<file path="src/rtl/uart_frame_loader.sv">
// Parses SYNC / length / payload / checksum frames from a UART byte stream and
// writes the payload as packed 32-bit words to a word-addressed memory port.
module uart_frame_loader #(
  parameter logic [7:0] SYNC_BYTE      = 8'hA5,
  parameter int         ADDR_W         = 14,
  parameter int         TIMEOUT_CYCLES = 1000000
) (
  input  logic              clk,
  input  logic              rst_n,
  input  logic [7:0]        in_data,
  input  logic              in_valid,
  output logic              wr_en,
  output logic [ADDR_W-1:0] wr_addr,
  output logic [31:0]       wr_data,
  output logic              frame_done,
  output logic              frame_ok,
  output logic [1:0]        err_code,
  output logic [ADDR_W:0]   word_count,
  output logic              busy
);

  localparam int TMR_W = $clog2(TIMEOUT_CYCLES + 1);

  typedef enum logic [2:0] {
    S_IDLE,
    S_LEN_LO,
    S_LEN_HI,
    S_PAYLOAD,
    S_CSUM
  } state_t;

  state_t r_state;
  state_t w_stateNext;

  logic [TMR_W-1:0]  r_timer;
  logic [7:0]        r_lenLo;
  logic [7:0]        r_sum;
  logic [15:0]       r_remain;
  logic [31:0]       r_word;
  logic [1:0]        r_bytePos;
  logic              r_ovf;
  logic [ADDR_W:0]   r_count;
  logic [ADDR_W-1:0] r_wrAddr;
  logic [31:0]       r_wrData;
  logic              r_wrEn;
  logic              r_frameDone;
  logic              r_frameOk;
  logic [1:0]        r_errCode;

  logic        w_timeout;
  logic        w_lastByte;
  logic        w_flush;
  logic [7:0]  w_sumNext;
  logic [31:0] w_packed;

  // A byte arriving on the expiry cycle beats the timeout.
  assign w_timeout  = (r_state != S_IDLE) && !in_valid &&
                      (r_timer == TMR_W'(TIMEOUT_CYCLES - 1));
  assign w_lastByte = (r_remain == 16'd1);
  assign w_flush    = (r_state == S_PAYLOAD) && in_valid &&
                      ((r_bytePos == 2'd3) || w_lastByte);
  assign w_sumNext  = r_sum + in_data;
  assign w_packed   = r_word | (32'(in_data) << {r_bytePos, 3'b000});

  always_ff @(posedge clk) begin
    if (!rst_n) r_state <= S_IDLE;
    else        r_state <= w_stateNext;
  end

  always_comb begin
    w_stateNext = r_state;
    if (w_timeout) begin
      w_stateNext = S_IDLE;
    end else if (in_valid) begin
      unique case (r_state)
        S_IDLE:    if (in_data == SYNC_BYTE) w_stateNext = S_LEN_LO;
        S_LEN_LO:  w_stateNext = S_LEN_HI;
        S_LEN_HI:  w_stateNext = ({in_data, r_lenLo} != 16'd0) ? S_PAYLOAD : S_CSUM;
        S_PAYLOAD: if (w_lastByte) w_stateNext = S_CSUM;
        S_CSUM:    w_stateNext = S_IDLE;
        default:   w_stateNext = S_IDLE;
      endcase
    end
  end

  always_ff @(posedge clk) begin
    if (!rst_n) begin
      r_timer     <= '0;
      r_lenLo     <= '0;
      r_sum       <= '0;
      r_remain    <= '0;
      r_word      <= '0;
      r_bytePos   <= '0;
      r_ovf       <= 1'b0;
      r_count     <= '0;
      r_wrAddr    <= '0;
      r_wrData    <= '0;
      r_wrEn      <= 1'b0;
      r_frameDone <= 1'b0;
      r_frameOk   <= 1'b0;
      r_errCode   <= 2'b00;
    end else begin
      r_wrEn      <= 1'b0;
      r_frameDone <= 1'b0;
      if (r_wrEn) r_wrAddr <= r_wrAddr + ADDR_W'(1);
      if ((r_state == S_IDLE) || in_valid) r_timer <= '0;
      else                                 r_timer <= r_timer + TMR_W'(1);

      if (w_timeout) begin
        r_frameDone <= 1'b1;
        r_frameOk   <= 1'b0;
        r_errCode   <= 2'b11;
      end else if (in_valid) begin
        case (r_state)
          S_IDLE: begin
            if (in_data == SYNC_BYTE) begin
              r_sum     <= '0;
              r_count   <= '0;
              r_wrAddr  <= '0;
              r_word    <= '0;
              r_bytePos <= '0;
              r_ovf     <= 1'b0;
            end
          end
          S_LEN_LO: begin
            r_lenLo <= in_data;
            r_sum   <= w_sumNext;
          end
          S_LEN_HI: begin
            r_remain <= {in_data, r_lenLo};
            r_sum    <= w_sumNext;
          end
          S_PAYLOAD: begin
            r_sum    <= w_sumNext;
            r_remain <= r_remain - 16'd1;
            if (w_flush) begin
              r_word    <= '0;
              r_bytePos <= '0;
              // Words past the end of memory are dropped but the frame is still parsed.
              if (r_count[ADDR_W]) begin
                r_ovf <= 1'b1;
              end else begin
                r_wrEn   <= 1'b1;
                r_wrData <= w_packed;
                r_wrAddr <= r_count[ADDR_W-1:0];
                r_count  <= r_count + (ADDR_W+1)'(1);
              end
            end else begin
              r_word    <= w_packed;
              r_bytePos <= r_bytePos + 2'd1;
            end
          end
          S_CSUM: begin
            r_frameDone <= 1'b1;
            if (r_ovf) begin
              r_frameOk <= 1'b0;
              r_errCode <= 2'b10;
            end else if (w_sumNext != 8'h00) begin
              r_frameOk <= 1'b0;
              r_errCode <= 2'b01;
            end else begin
              r_frameOk <= 1'b1;
              r_errCode <= 2'b00;
            end
          end
          default: ;
        endcase
      end
    end
  end

  assign wr_en      = r_wrEn;
  assign wr_addr    = r_wrAddr;
  assign wr_data    = r_wrData;
  assign frame_done = r_frameDone;
  assign frame_ok   = r_frameOk;
  assign err_code   = r_errCode;
  assign word_count = r_count;
  assign busy       = (r_state != S_IDLE);

endmodule

</file>
<file path="config.mk">
export PLATFORM = sky130hd
export DESIGN_NAME = uart_frame_loader
export DESIGN_NICKNAME = d
export VERILOG_FILES = /design/src/rtl/uart_frame_loader.sv
export SDC_FILE = /design/constraint.sdc
export NUM_CORES = 1
export LEC_CHECK = 0
export BUFFER_PORTS_ARGS = -buffer_cell sky130_fd_sc_hd__buf_4
export CAP_MARGIN = 25
export CORE_MARGIN = 2
export CORE_UTILIZATION = 53
export CTS_CLUSTER_DIAMETER = 50
export DETAILED_ROUTE_END_ITERATION = 12
export MAX_ROUTING_LAYER = met4
export PLACE_DENSITY = 0.75
export SLEW_MARGIN = 10
export SYNTH_ARGS = -nofsm -noshare
export SYNTH_HDL_FRONTEND = slang
export SYNTH_SLANG_ARGS = --single-unit
</file>
<file path="constraint.sdc">
create_clock -name clk -period 2.4 [get_ports clk]
set_input_delay 0.24 -clock clk [delete_from_list [all_inputs] [get_ports clk]]
set_output_delay 0.24 -clock clk [all_outputs]
set_load 0.005 [all_outputs]
</file>
==> results.md, run 1 <==
* Vias at 6467
* Std-Cell Core Area at 13090 µm²
* Area Growth Syn to Fin at 20.23%
* Max-cap violations at 0
* Largest family of logic cells by synthesized area: simple AND/OR/NAND/NOR gates
* Reg2Reg Setup Slack at 0.10 ns
* Vias/cell at 5.906
* Worst-margin pin slew at 0.7197 ns
* Initial antenna violation count at 0
* Crit path time final at 2.300 ns
* Reg-to-reg endpoint: err_code[0]
* Share of cells above drive strength 1 at 0.1752
* Pleak at 3.135 nW
* HPWL after DPL at 12.45 mm
* Buf+Inv Stages, Crit Path at 0
* Hold path cells at 2
* Final ANT Viol Nets at 0
* Yosys cell types at 62
* Root Buffer: clkbuf_16
* Switching Fraction at 0.2800
* CP max-delay cell: or4_4
* RePlAce Congestion at 0.8974
* CP delay by family, top: compound AO/OA/AOI/OAI gates
* Clk sinks at 156
* Post-synthesis sequential area ratio at 0.4452
* Latest clock arrival within the worst-skew pair at 0.42 ns
* P_int at 4.503 mW
* # fillers at 1071
* DRC viols at 0
* Status: complete, no violations
* Die Span X at 119.0 µm
* Mapped Nets at 856
* Inst Count DP at 1061
* Sequential power share at 0.441
* CTS tree: yes
* Met3 WL at 985 µm
* Iteration-0 DRC Markers at 511
* Reg2reg start: r_sum[0]
* Peak supply drop at 0.5134 mV
* Clock power frac at 0.397
* Crit Path Class: reg -> reg
* Simple-gate share of the synthesized area at 0.2182
* Crit path from: r_sum[0]
* H-Tree Depth at 4
* Hold Path Class: in -> reg
* PortBufs at 77
* Worst-path clk slew at 0.06 ns
* GRT Util Overall at 0.2633
* Ant diodes at 0
* Post-synthesis mux area share at 0.005708
* CP Data Required Time at 2.70 ns
* Post-synth ARST share at 0
* Cell Count, Final, Fillers Out at 1095
* Sw Pwr at 1.751 mW
* Post-synthesis cell count at 831
* FMAX at 0.4348 GHz
* Final hold violation count at 0
* Pwr per Cell Area at 741.6 nW/µm²
* Smallest hold slack at 0.1467 ns
* Crit end category: flop
* GR Overflow Total at 0
* Main synth FF type: dfxtp_1
* Critical Path End: err_code[0]
* DR top layer: met4
* Io pins at 78
* Total routed wirelength at 18.17 mm
* Final Max Slew Viols at 0
* Crit-path cells: ha_4, fa_2, a31o_4, xnor2_2, or4_4, o31ai_2, a31oi_1
* CTS buffer count at 17
* Largest net degree at the start of global routing at 45
* CP arrival at 2.60 ns
* # setup viols final at 0
* Post-Syn Area at 7014 µm²
* Comb pwr share at 0.163
* Post-synth EDFFs at 0
* Final period utilization at 0.9582
* Synth Warn # at 0
* Worst r2r path cells at 7
* CP max stage delay at 0.52 ns
* Crit path max fanout at 2
* DIE AREA at 14170 µm²
* Wl on met1 at 8.037 mm
* 1st-pass router iterations at 5
* Starting density of the core at 0.5360
* Die H at 119.0 µm
* Critical Path Source Type: flop
* Skew final at 0.008951 ns
* Worst rel slew slack at 0.5170
* Critical path depth at 7
* Compound-Gate Fraction of Synth Area at 0.2157
* Post-Synth XOR/XNOR Area at 0.04870
* First-pass GRT wire length at 29.61 mm
* Post-DP Area at 7835 µm²
* Vias in the first global route at 6205
* Flop and latch count out of synthesis at 156
* Mapped Avg Cell Area at 8.441 µm²
* Clk buf depth at 2
* Fraction of the mapped netlist area in adder cells at 0.02604
* WL met2 at 8.788 mm
* Routed len/inst at 16.60 µm
* Fin nets at 932
* Finished layout cell area at 8433 µm²
* Rows at 42
[through the flow]
stage	setup TNS [ns]	total power, mW	setup WS [ns]	util
6_report	0	6.254	0.1002	0.6445
5_1_grt	-0.01446	6.496	-0.009375	0.6445
4_1_cts	0	6.219	0.03860	0.6398
3_5_place_dp	-0.08536	3.758	-0.08536	0.5988
3_3_place_gp	-0.04225	3.724	-0.04225	0.5988
2_1_floorplan	0	3.480	0.1240	-
[cells in the mapped netlist (5+ instances only)]
cell type  count  area [µm²]
nor4_1         7       43.79
and3_1         9       56.30
and2_1         9       56.30
xor2_1        20       175.2
or4_1         11       82.58
nor3_1         9       45.04
ha_1          13       162.7
o21ai_0       18       90.09
nand2_1       71       266.5
clkbuf_1      38       142.6
o211ai_1       9       67.56
nand4_1       14       87.58
dfxtp_1      156        3123
nor2_1       122       457.9
nand2b_1       5       31.28
o2bb2ai_1     14       122.6
buf_2         14       70.07
xnor2_1       19       166.4
a21oi_1      112       560.5
o31ai_1        6       45.04
inv_1         11       41.29
a31oi_1        7       43.79
nand3_1       25       125.1
a211oi_1      35       262.8
[worst min path at each step]
stage                                to  startpoint  slack (ns)
after floorplan           word_count[0]       rst_n        0.38
after global placement       r_timer[0]  r_timer[0]        0.44
after detailed placement     r_word[15]  r_word[15]        0.46
after CTS                 word_count[0]       rst_n        0.13
after global routing         r_timer[1]       rst_n        0.15
final                        r_timer[1]       rst_n        0.15
[cells in the final DEF (no fill, tap or decap), drive strengths merged, types with 5 or more instances in the layout]
cell type  synthesis  routed
nand3             25      25
o211ai             9       9
xnor2             19      19
nand2             71      71
dfxtp            156     156
o2bb2ai           14      14
and2              10      10
a21oi            112     112
nand2b             5       5
xor2              20      20
ha                13      13
inv               11      13
or4               11      11
nor3              13      13
or3                6       6
o31ai              6       6
clkbuf            38      21
nor4               8       8
a31oi              8       8
nand4             14      14
o21ai             21      21
buf               17     112
and3               9       9
a211oi            35      35
nor2             122     122
[layout make-up]
class                           instances  area [µm²]  share of cell area
Timing Repair Buffer                  112       865.8              0.1027
Sequential cell                       156        3124              0.3705
Tap cell                              176       220.2             0.02611
Multi-Input combinational cell        609        3647              0.4325
Clock inverter                         10       93.84             0.01113
Inverter                               11       41.29            0.004896
Clock buffer                           21       440.4             0.05223
[layer usage]
layer	GRT usage	vias to the layer above
li1	-	3130
met1	0.3334	3081
met2	0.4271	224
met3	0.04454	32
met4	0.09152	0
met5	-	-
[what timing repair did]
action	in CTS	in global routing
pin swaps	0	6
hold buffers	0	0
setup endpoints to repair	1	28
gates resized for setup	1	8
buffers inserted	0	4
gates cloned	0	0
[cell families after synthesis]
family / count (synthesis)
simple gates: 314
compound gates: 238
flops: 156
buf+inv: 66
xor+xnor: 39
fa+ha+maj: 14
mux: 4
[flip-flops by register name (all words and copies together) (netlist names)]
| register | count |
|---|---|
| word_count | 15 |
| frame_ok | 1 |
| r_timer | 20 |
| wr_addr | 14 |
| r_bytePos | 2 |
| wr_data | 32 |
| r_remain | 16 |
| err_code | 2 |
| r_ovf | 1 |
| frame_done | 1 |
| wr_en | 1 |
| r_word | 32 |
| r_sum | 8 |
| r_lenLo | 8 |
| r_state | 3 |
[power by group through the flow]
stage,combinational (mW),sequential [mW],clock (mW)
3_3_place_gp,0.924,2.80,0
5_1_grt,1.12,2.77,2.61
2_1_floorplan,0.695,2.79,0
3_5_place_dp,0.951,2.81,0
4_1_cts,0.964,2.75,2.50
6_report,1.02,2.76,2.48
No activity file was read; power rests on OpenSTA's default activity.
==> run 2, diff against run 1 <==
--- a/config.mk
+++ b/config.mk
@@ -5,12 +5,15 @@
 export SDC_FILE = /design/constraint.sdc
 export NUM_CORES = 1
 export LEC_CHECK = 0
+export ABC_CLOCK_PERIOD_IN_PS = 2400
 export BUFFER_PORTS_ARGS = -buffer_cell sky130_fd_sc_hd__buf_4
 export CAP_MARGIN = 25
 export CORE_MARGIN = 2
 export CORE_UTILIZATION = 53
 export CTS_CLUSTER_DIAMETER = 50
 export DETAILED_ROUTE_END_ITERATION = 12
+export GPL_ROUTABILITY_DRIVEN = 0
+export GPL_TIMING_DRIVEN = 0
 export MAX_ROUTING_LAYER = met4
 export PLACE_DENSITY = 0.75
 export SLEW_MARGIN = 10
==> results.md, run 2 (synthesized netlist as in run 1, its figures left out) <==
* Status: complete, no violations
* Fin nets at 954 (+2.4%)
* Worst-path clk slew at 0.06 ns (about the same)
* Worst rel slew slack at 0.4902 (-0.02678)
* Crit end category: flop
* Peak supply drop at 0.4956 mV (-3.4%)
* 1st-pass router iterations at 5 (unchanged)
* Vias at 6478 (+0.17%)
* CP max-delay cell: or4_4
* Die H at 119.0 µm (unchanged)
* Clk buf depth at 2 (unchanged)
* Crit-path cells: ha_4, fa_2, xor2_2, or3_1, or4_4, o31ai_2, a31oi_1
* Reg2reg start: r_sum[0]
* Crit path from: r_sum[0]
* Vias in the first global route at 5836 (-5.9%)
* Area Growth Syn to Fin at 21.89%
* Pleak at 3.149 nW (+0.46%)
* Worst-margin pin slew at 0.7577 ns (+0.03801 ns)
* GR Overflow Total at 0 (unchanged)
* Final Util at 0.6534 (+0.008892)
* Max-cap violations at 0 (unchanged)
* Crit Path Class: reg -> reg
* Hold Path Class: in -> reg
* DRC viols at 0 (unchanged)
* Final ANT Viol Nets at 0 (unchanged)
* FMAX at 0.4237 GHz (-2.6%)
* HPWL after DPL at 12.55 mm (+0.77%)
* Latest clock arrival within the worst-skew pair at 0.43 ns (about the same)
* Total routed wirelength at 17.94 mm (-1.3%)
* Pwr per Cell Area at 771.4 nW/µm² (+4.0%)
* Final hold violation count at 0 (unchanged)
* Iteration-0 DRC Markers at 514 (+0.59%)
* Io pins at 78 (unchanged)
* Initial antenna violation count at 0 (unchanged)
* Most common cell after layout, fill and taps aside: dfxtp_1
* Critical Path Source Type: flop
* CP arrival at 2.64 ns (+0.04 ns)
* H-Tree Depth at 4 (unchanged)
* Root Buffer: clkbuf_16
* Vias/cell at 5.799 (-1.8%)
* Rows at 42 (unchanged)
* Skew final at 0.01125 ns (+0.002303 ns)
* Share of cells above drive strength 1 at 0.1647 (-0.01047)
* GRT Util Overall at 0.2643 (+0.001035)
* First-pass GRT wire length at 29.37 mm (-0.81%)
* CP delay by family, top: simple AND/OR/NAND/NOR gates
* PortBufs at 77 (unchanged)
* Die Span X at 119.0 µm (unchanged)
* DIE AREA at 14170 µm² (unchanged)
* Final period utilization at 0.9835 (+0.02527)
* # fillers at 1154 (+7.7%)
* Clk sinks at 156 (unchanged)
* Hold Startpoint: rst_n
* Buf+Inv Stages, Crit Path at 0 (unchanged)
* CTS tree: yes
* Most frequent cells in the layout: dfxtp_1 (155), nor2_1 (121), a21oi_1 (112)
* Std-Cell Core Area at 13090 µm² (unchanged)
* Starting density of the core at 0.5360 (unchanged)
* Routed len/inst at 16.06 µm (-3.2%)
* Crit path time final at 2.360 ns (+0.06065 ns)
* CP max stage delay at 0.44 ns (-0.08 ns)
* Ant diodes at 0 (unchanged)
* Inst Count DP at 1084 (+2.2%)
* Final Max Slew Viols at 0 (unchanged)
* CTS buffer count at 17 (unchanged)
* # setup viols final at 0 (unchanged)
* CP Data Required Time at 2.68 ns (-0.02 ns)
* Smallest hold slack at 0.1306 ns (-0.01615 ns)
* Cell Count, Final, Fillers Out at 1117 (+2.0%)
* Crit path max fanout at 2 (unchanged)
* Largest net degree at the start of global routing at 17 (-62%)
==> run 2: cell count changes in the layout (fill, tap and decap cells not counted), moves of 2 or more <==
cell and delta:
buf_12 -2, buf_2 +12, clkbuf_2 +2, buf_6 +5, clkbuf_8 +2, clkbuf_1 +33
clkinv_2 -3, inv_8 +2, bufinv_16 +3, buf_4 -32
==> run 2: repair_timing <==
item                                    in CTS  in global routing
gates resized for setup                      1                 24
endpoints found under the setup margin       1                 90
setup buffers                                0                  2
pin swaps                                    0                  6
hold buffers                                 0                  0
==> run 2: where the power goes <==
part,internal [mW],switching (mW),total (mW)
Clock,1.81,1.08,2.89
Combinational,0.364,0.590,0.954
Sequential,2.67,0.0800,2.75
Total,4.85,1.75,6.60
==> run 2: routing by layer <==
metal  up-vias  share of wire  global-route usage
li1       3193              -                   -
met1      3043           0.47              0.3569
met2       213           0.46              0.4059
met3        29          0.047             0.04598
met4         0          0.018             0.08333
met5         -              0                   -
==> run 2: layout make-up <==
type                       count  area (µm²)  share of cell area
inverter                      11       41.29            0.004830
multi-input combinational    609        3670              0.4292
buffer                        55       257.7             0.03015
clock inverter                11       182.7             0.02137
timing repair buffer          79       596.8             0.06981
clock buffer                  20       456.7             0.05342
sequential                   156        3124              0.3654
tap                          176       220.2             0.02576
==> run 2: final timing paths <==
check | depth (start not counted) | end | slack [ns]
max | 7 | err_code[0] | 0.04
min | 2 | r_timer[1] | 0.13
max reg2reg | 7 | err_code[0] | 0.04
min reg2reg | 1 | r_timer[0] | 0.47
==> run 2: stage by stage <==
| step | worst slack [ns] | setup TNS (ns) | area [µm²] | power (mW) |
|---|---|---|---|---|
| after floorplan | 0.1240 | 0 | 7014 | 3.480 |
| after global placement | -0.1114 | -0.1204 | 7812 | 3.708 |
| after detailed placement | -0.1262 | -0.1508 | 7812 | 3.714 |
| after CTS | 0.007823 | 0 | 8454 | 6.583 |
| after global routing | -0.04321 | -0.04376 | 8549 | 6.849 |
| final | 0.03958 | 0 | 8549 | 6.595 |
